### config.mk
export PLATFORM = sky130hd
export DESIGN_NAME = rs_alu_issue_ctrl
export DESIGN_NICKNAME = d
export VERILOG_FILES = /design/src/rtl/rs_alu_issue_ctrl_pkg.sv /design/src/rtl/rs_alu_issue_ctrl_prio_enc.sv /design/src/rtl/rs_alu_issue_ctrl.sv
export SDC_FILE = /design/constraint.sdc
export NUM_CORES = 1
export LEC_CHECK = 0
export BUFFER_PORTS_ARGS = -buffer_cell sky130_fd_sc_hd__buf_2
export CORE_AREA = 2 2 62 64
export CTS_BUF_LIST = sky130_fd_sc_hd__clkbuf_8 sky130_fd_sc_hd__clkbuf_16
export DETAILED_ROUTE_END_ITERATION = 10
export DIE_AREA = 0 0 64 66
export PLACE_DENSITY_LB_ADDON = 0.3
export SLEW_MARGIN = 30
export SYNTH_ARGS = -nofsm -noshare
export SYNTH_HDL_FRONTEND = slang
export SYNTH_HIERARCHICAL = 1
export SYNTH_SLANG_ARGS = --single-unit
export TNS_END_PERCENT = 20
### constraint.sdc
create_clock -name clk_i -period 7.4 [get_ports clk_i]
set_clock_uncertainty 0.05 [all_clocks]
set_input_delay 0.74 -clock clk_i [delete_from_list [all_inputs] [get_ports clk_i]]
set_output_delay 0.74 -clock clk_i [all_outputs]
set_load 0.005 [all_outputs]
### src/rtl/rs_alu_issue_ctrl_pkg.sv
// Shared constants and helper functions for the ALU reservation station.
package rs_alu_issue_ctrl_pkg;

   localparam int RS_ALU_ENT_NUM = 8;
   localparam int RS_ALU_ENT_SEL = 3;

   // Index of the set bit in a one-hot vector (0 when no bit is set).
   function automatic logic [RS_ALU_ENT_SEL-1:0] onehot_to_idx(
      input logic [RS_ALU_ENT_NUM-1:0] oh
   );
      logic [RS_ALU_ENT_SEL-1:0] idx;
      idx = '0;
      for (int i = 0; i < RS_ALU_ENT_NUM; i++) begin
         if (oh[i]) idx = idx | RS_ALU_ENT_SEL'(i);
      end
      return idx;
   endfunction

   // Number of set bits in an entry-wide vector.
   function automatic logic [RS_ALU_ENT_SEL:0] popcount(
      input logic [RS_ALU_ENT_NUM-1:0] v
   );
      logic [RS_ALU_ENT_SEL:0] cnt;
      cnt = '0;
      for (int i = 0; i < RS_ALU_ENT_NUM; i++) begin
         cnt = cnt + (RS_ALU_ENT_SEL+1)'(v[i]);
      end
      return cnt;
   endfunction

endpackage

### src/rtl/rs_alu_issue_ctrl_prio_enc.sv
// Lowest-set-bit priority encoder: one-hot of the winner, its index and an any flag.
module rs_prio_enc #(
   parameter int N   = 8,
   parameter int SEL = 3
) (
   input  logic [N-1:0]   req_i,
   output logic [N-1:0]   onehot_o,
   output logic [SEL-1:0] idx_o,
   output logic           any_o
);

   // Scan from the top down so the lowest requesting bit is the last one written.
   always_comb begin
      onehot_o = '0;
      idx_o    = '0;
      for (int i = N-1; i >= 0; i--) begin
         if (req_i[i]) begin
            onehot_o    = '0;
            onehot_o[i] = 1'b1;
            idx_o       = SEL'(i);
         end
      end
   end

   assign any_o = |req_i;

endmodule

### src/rtl/rs_alu_issue_ctrl.sv
// ALU reservation-station control: entry allocation, busy tracking, issue
// selection and the issue register held until the ALU accepts it.
// Optional feature macro: RS_ALU_AGE_ORDER_EN (oldest-first selection via an
// age matrix); without it the lowest-index ready entry wins.
module rs_alu_issue_ctrl
   import rs_alu_issue_ctrl_pkg::*;
#(
   parameter int ENTRY_NUM = RS_ALU_ENT_NUM,
   parameter int ENTRY_SEL = RS_ALU_ENT_SEL
) (
   input  logic                 clk_i,
   input  logic                 reset_i,
   input  logic                 flush_i,
   input  logic                 dp_valid_i,
   output logic                 dp_ready_o,
   output logic [ENTRY_SEL-1:0] dp_idx_o,
   output logic [ENTRY_NUM-1:0] we_o,
   output logic [ENTRY_NUM-1:0] busy_o,
   input  logic [ENTRY_NUM-1:0] ready_vec_i,
   output logic                 issue_valid_o,
   output logic [ENTRY_SEL-1:0] issue_idx_o,
   input  logic                 issue_ready_i,
   output logic [ENTRY_SEL:0]   free_cnt_o
);

   logic [ENTRY_NUM-1:0] busy_q;
   logic [ENTRY_NUM-1:0] busy_d;

   // Issue register (stage 1): valid, index and one-hot of the held entry.
   logic                 vld_p1;
   logic [ENTRY_SEL-1:0] idx_p1;
   logic [ENTRY_NUM-1:0] oh_p1;

   logic [ENTRY_NUM-1:0] alloc_oh;
   logic [ENTRY_SEL-1:0] alloc_idx;
   logic                 alloc_any;
   logic                 alloc;

   logic [ENTRY_NUM-1:0] hold;
   logic [ENTRY_NUM-1:0] cand;
   logic [ENTRY_NUM-1:0] sel_req;
   logic [ENTRY_NUM-1:0] sel_oh;
   logic [ENTRY_SEL-1:0] sel_idx;
   logic                 sel_any;

   logic                 load;
   logic                 handshake;
   logic [ENTRY_NUM-1:0] free_oh;

   // Stage 0: allocation picks the lowest free entry from the current busy vector.
   rs_prio_enc #(.N(ENTRY_NUM), .SEL(ENTRY_SEL)) u_alloc_enc (
      .req_i    (~busy_q),
      .onehot_o (alloc_oh),
      .idx_o    (alloc_idx),
      .any_o    (alloc_any)
   );

   assign dp_ready_o = ~flush_i & alloc_any;
   assign alloc      = dp_valid_i & dp_ready_o;
   assign we_o       = alloc ? alloc_oh  : '0;
   assign dp_idx_o   = alloc ? alloc_idx : '0;

   // The held entry stays busy but must not be picked a second time.
   assign hold = vld_p1 ? oh_p1 : '0;
   assign cand = busy_q & ready_vec_i & ~hold;

`ifdef RS_ALU_AGE_ORDER_EN
   // age_q[i][j] = 1 means entry i was allocated before entry j.
   logic [ENTRY_NUM-1:0] age_q [ENTRY_NUM];

   // Keep only candidates that no other candidate is older than.
   always_comb begin
      sel_req = cand;
      for (int i = 0; i < ENTRY_NUM; i++) begin
         for (int j = 0; j < ENTRY_NUM; j++) begin
            if (cand[j] && age_q[j][i]) sel_req[i] = 1'b0;
         end
      end
   end

   // A newly allocated entry is younger than every entry already busy.
   always_ff @(posedge clk_i) begin
      if (reset_i || flush_i) begin
         age_q <= '{default: '0};
      end else if (alloc) begin
         for (int j = 0; j < ENTRY_NUM; j++) begin
            age_q[j][alloc_idx] <= busy_q[j];
         end
         age_q[alloc_idx] <= '0;
      end
   end
`else
   assign sel_req = cand;
`endif

   rs_prio_enc #(.N(ENTRY_NUM), .SEL(ENTRY_SEL)) u_sel_enc (
      .req_i    (sel_req),
      .onehot_o (sel_oh),
      .idx_o    (sel_idx),
      .any_o    (sel_any)
   );

   assign load      = ~vld_p1 | issue_ready_i;
   assign handshake = vld_p1 & issue_ready_i;
   assign free_oh   = handshake ? oh_p1 : '0;
   assign busy_d    = (busy_q | we_o) & ~free_oh;

   // Busy vector: set on allocation, cleared on the ALU handshake; flush drops all.
   always_ff @(posedge clk_i) begin
      if (reset_i || flush_i) busy_q <= '0;
      else                    busy_q <= busy_d;
   end

   // Stage 1: issue register reloads when empty or when the ALU takes the held entry.
   always_ff @(posedge clk_i) begin
      if (reset_i) begin
         vld_p1 <= 1'b0;
         idx_p1 <= '0;
         oh_p1  <= '0;
      end else if (flush_i) begin
         vld_p1 <= 1'b0;
      end else if (load) begin
         vld_p1 <= sel_any;
         idx_p1 <= sel_idx;
         oh_p1  <= sel_oh;
      end
   end

   assign busy_o        = busy_q;
   assign issue_valid_o = vld_p1;
   assign issue_idx_o   = idx_p1;
   assign free_cnt_o    = popcount(~busy_q);

endmodule

==> impl_metrics.tcl <==
set metrics [dict create \
    synth_ff_type "dfxtp_1" \
    fillerInstances 364 \
    area_growth_pct 16.2 \
    routedWlPerCell_um 11.3 \
    cts_tree "yes" \
    crit_path_max_incr_delay_ns 0.54 \
    antenna_cells 0 \
    rsz0062_at_grt "no" \
    combPwrFrac_pct 9.9 \
    fin_crit_ns 3.84 \
    async_reset_ff_share_pct 0 \
    die-area_mm2 0.00422 \
    rr_endpoint "busy_o[7]" \
    clockPowerShare_pct 34.9 \
    dp_slack_ns 3.81 \
    ios 41 \
    insertion_delay_ns 0.25 \
    crit_family "adder cells" \
    grt_max_degree 24 \
    switching_share_pct 21.6 \
    layout_setup_ws_ns 3.56 \
    antenna_found_initial 0 \
    fmax_ghz 0.260 \
    synthTopCellsByCount "nand2b_1 (22), dfxtp_1 (20), a21oi_1 (19)" \
    synth_top_cell_area_share_pct 26.8 \
    cts.sinks 20 \
    io_buffer_count 40 \
    synth.net_count 203 \
    route.detailed.drc 0 \
    crit_chain "fa_1, inv_1, fa_1, fa_1, ha_1, inv_1, fa_1, xnor2_1, buf_2" \
    synth.most_common_cell "nand2b_1" \
    initial_utilization_pct 42.0 \
    via_count 1259 \
    crit_type "flop to primary output" \
    worstMarginPinSlew_ns 0.425 \
    post-route-period-util_pct 51.9 \
    drt_wl_total_um 3000 \
    place_inst 262 \
    power_w 0.000197 \
    ys_seq_elements 20 \
    dpl.hpwl_um 2470 \
    slew_headroom_pct 71.6 \
    drive_gt1_share_pct 30.9 \
    root_buffer "clkbuf_8" \
    synthDistinctLibCells 31 \
    cts_resized 0 \
    power.density_mw_per_mm2 113 \
    multi_input_area_um2 971 \
    ant_nets 0 \
    utilization_pct 48.8 \
    drv_cap 0 \
    drv_slew 0 \
    seqCellArea_um2 400 \
    min_from "issue_idx_o[0]" \
    cts_hold_buf 0 \
    r2r_cells 7 \
    hold_end "issue_idx_o[0]" \
    worstPathMaxFanout 5 \
    gr-usage-all-layers_pct 15.1 \
    final-setup-viol-count 0 \
    place.gp.congestion 0.774 \
    crit_path_end_kind "primary output" \
    yosysWarningCount 6 \
    syn_area_per_cell_um2 8.15 \
    reg2reg_from "busy_o[0]" \
    final_cells 265 \
    first_iter_violations 38 \
    cts_max_path_buffers 2 \
    synth-seq-area-share_pct 26.8 \
    grt.overflow.total 0 \
    tns_ns 0 \
    via_per_inst 4.75 \
    slowest_stage "fa_1" \
    r2r_slack_ns 5.55 \
    arrival_ns 3.05 \
    hp-class "flop to flop" \
    cts.reportedPaths.clkPinSlew_ns 0.07 \
    worst_path_most_repeated_cell "fa_1" \
    hold_viol 0 \
    cts_buffers 3 \
    cts_setup_buffers 0 \
    synth_cells 183 \
    ctsHtreeMaxLevel 1 \
    fp-row-count 22 \
    path_buf_inv 3 \
    coreArea_mm2 0.00355 \
    grt_pass1_wl_um 5060 \
    p_sw_w 0.0000426 \
    num-nets-final 239 \
    first_global_vias 1109 \
    ir_drop_v 0.0000870 \
    holdPathStages 2 \
    die_x_um 64 \
    synth_largest_area_cell "dfxtp_1" \
    firstDrtPassIters 6 \
    netlist_top_cells_area "dfxtp_1 (27%), nand2b_1 (9.2%), mux2i_1 (7.4%), a21oi_1 (6.4%), fa_1 (5.4%)" \
    power.leakage_nw 0.796 \
    die_h_um 66 \
    pwr-share-seq_pct 55.2 \
    intPower_w 0.000154 \
    synth_area_mm2 0.00149 \
    critPathRequiredTime_ns 6.61 \
    outcome "finished, final reports clean" \
    synth_edf_count 0 \
    startpoint_type "flop" \
]
==> power groups by stage <==
stage / sequential, W / combinational, W / clock, W
after floorplan: 0.000111 / 0.0000143 / 0
after global placement: 0.000111 / 0.0000196 / 0
after detailed placement: 0.000111 / 0.0000197 / 0
after CTS: 0.000108 / 0.0000198 / 0.0000717
after global routing: 0.000108 / 0.0000220 / 0.0000774
final: 0.000108 / 0.0000195 / 0.0000687
==> worst min-delay path, stage by stage (launching register included) <==
cell,delay [ns]
dfxtp_1,0.31
nand2b_1,0.06
mux2i_1,0.06
==> flip-flops by register name, summed over array words and instances (netlist names) <==
signal / count
busy_o: 8
issue_valid_o: 1
oh_p1: 8
issue_idx_o: 3
==> stage by stage <==
stage | hold slack [ns] | area [µm²]
2_1_floorplan | 0.412 | 1490
3_3_place_gp | 0.412 | 1690
3_5_place_dp | 0.417 | 1690
4_1_cts | 0.428 | 1730
5_1_grt | 0.444 | 1730
6_report | 0.421 | 1730
==> worst max-delay path by stage <==
stage / slack (ns) / from / to / depth (start not counted)
floorplan: 3.96 / busy_o[0] / free_cnt_o[2] / 8
global placement: 3.87 / busy_o[0] / free_cnt_o[2] / 9
detailed placement: 3.81 / busy_o[0] / free_cnt_o[2] / 9
CTS: 3.52 / busy_o[0] / free_cnt_o[2] / 9
global route: 3.39 / busy_o[0] / free_cnt_o[2] / 9
finish: 3.56 / busy_o[0] / free_cnt_o[2] / 9
==> layout by cell type (no fill, tap or decap) <==
cell	instances
buf_2	40
nand2b_1	22
dfxtp_1	20
a21oi_1	19
inv_1	16
nand2_1	12
mux2i_1	11
o21a_1	8
nor2_1	8
and2_4	7
and2_2	6
nor2_2	6
nor2b_1	5
and2_1	5
fa_1	4
o21ai_0	4
ha_1	3
clkbuf_8	3
and3_1	2
nor3b_2	2
nor4b_1	2
a21boi_0	2
nor3_1	2
o21bai_1	2
xnor2_1	1
and2b_2	1
and3b_1	1
and2b_4	1
nor2_4	1
or2_1	1
==> per-layer routing <==
metal / vias to the layer above / wire length (µm) / GRT usage [%]
li1: 658 / - / -
met1: 563 / 1580 / 21.4
met2: 34 / 1240 / 22.9
met3: 4 / 153 / 3.75
met4: 0 / 25 / 3.26
met5: - / 0 / 0
==> kinds of logic after synthesis <==
family	synth area share (%)
xor+xnor	0.587
fa+ha+maj	7.89
compound gates	13.8
buf+inv	8.05
flops	26.8
mux	7.38
simple gates	35.5
==> area by class of cell <==
cell class / count / area share, %
well taps: 48 / 3.47
flip-flops and latches: 20 / 23.1
inverters: 16 / 3.47
clock buffers: 3 / 2.38
repair buffers: 40 / 11.6
multi-input cells: 138 / 56.0
No activity file was read; power rests on OpenSTA's default activity.
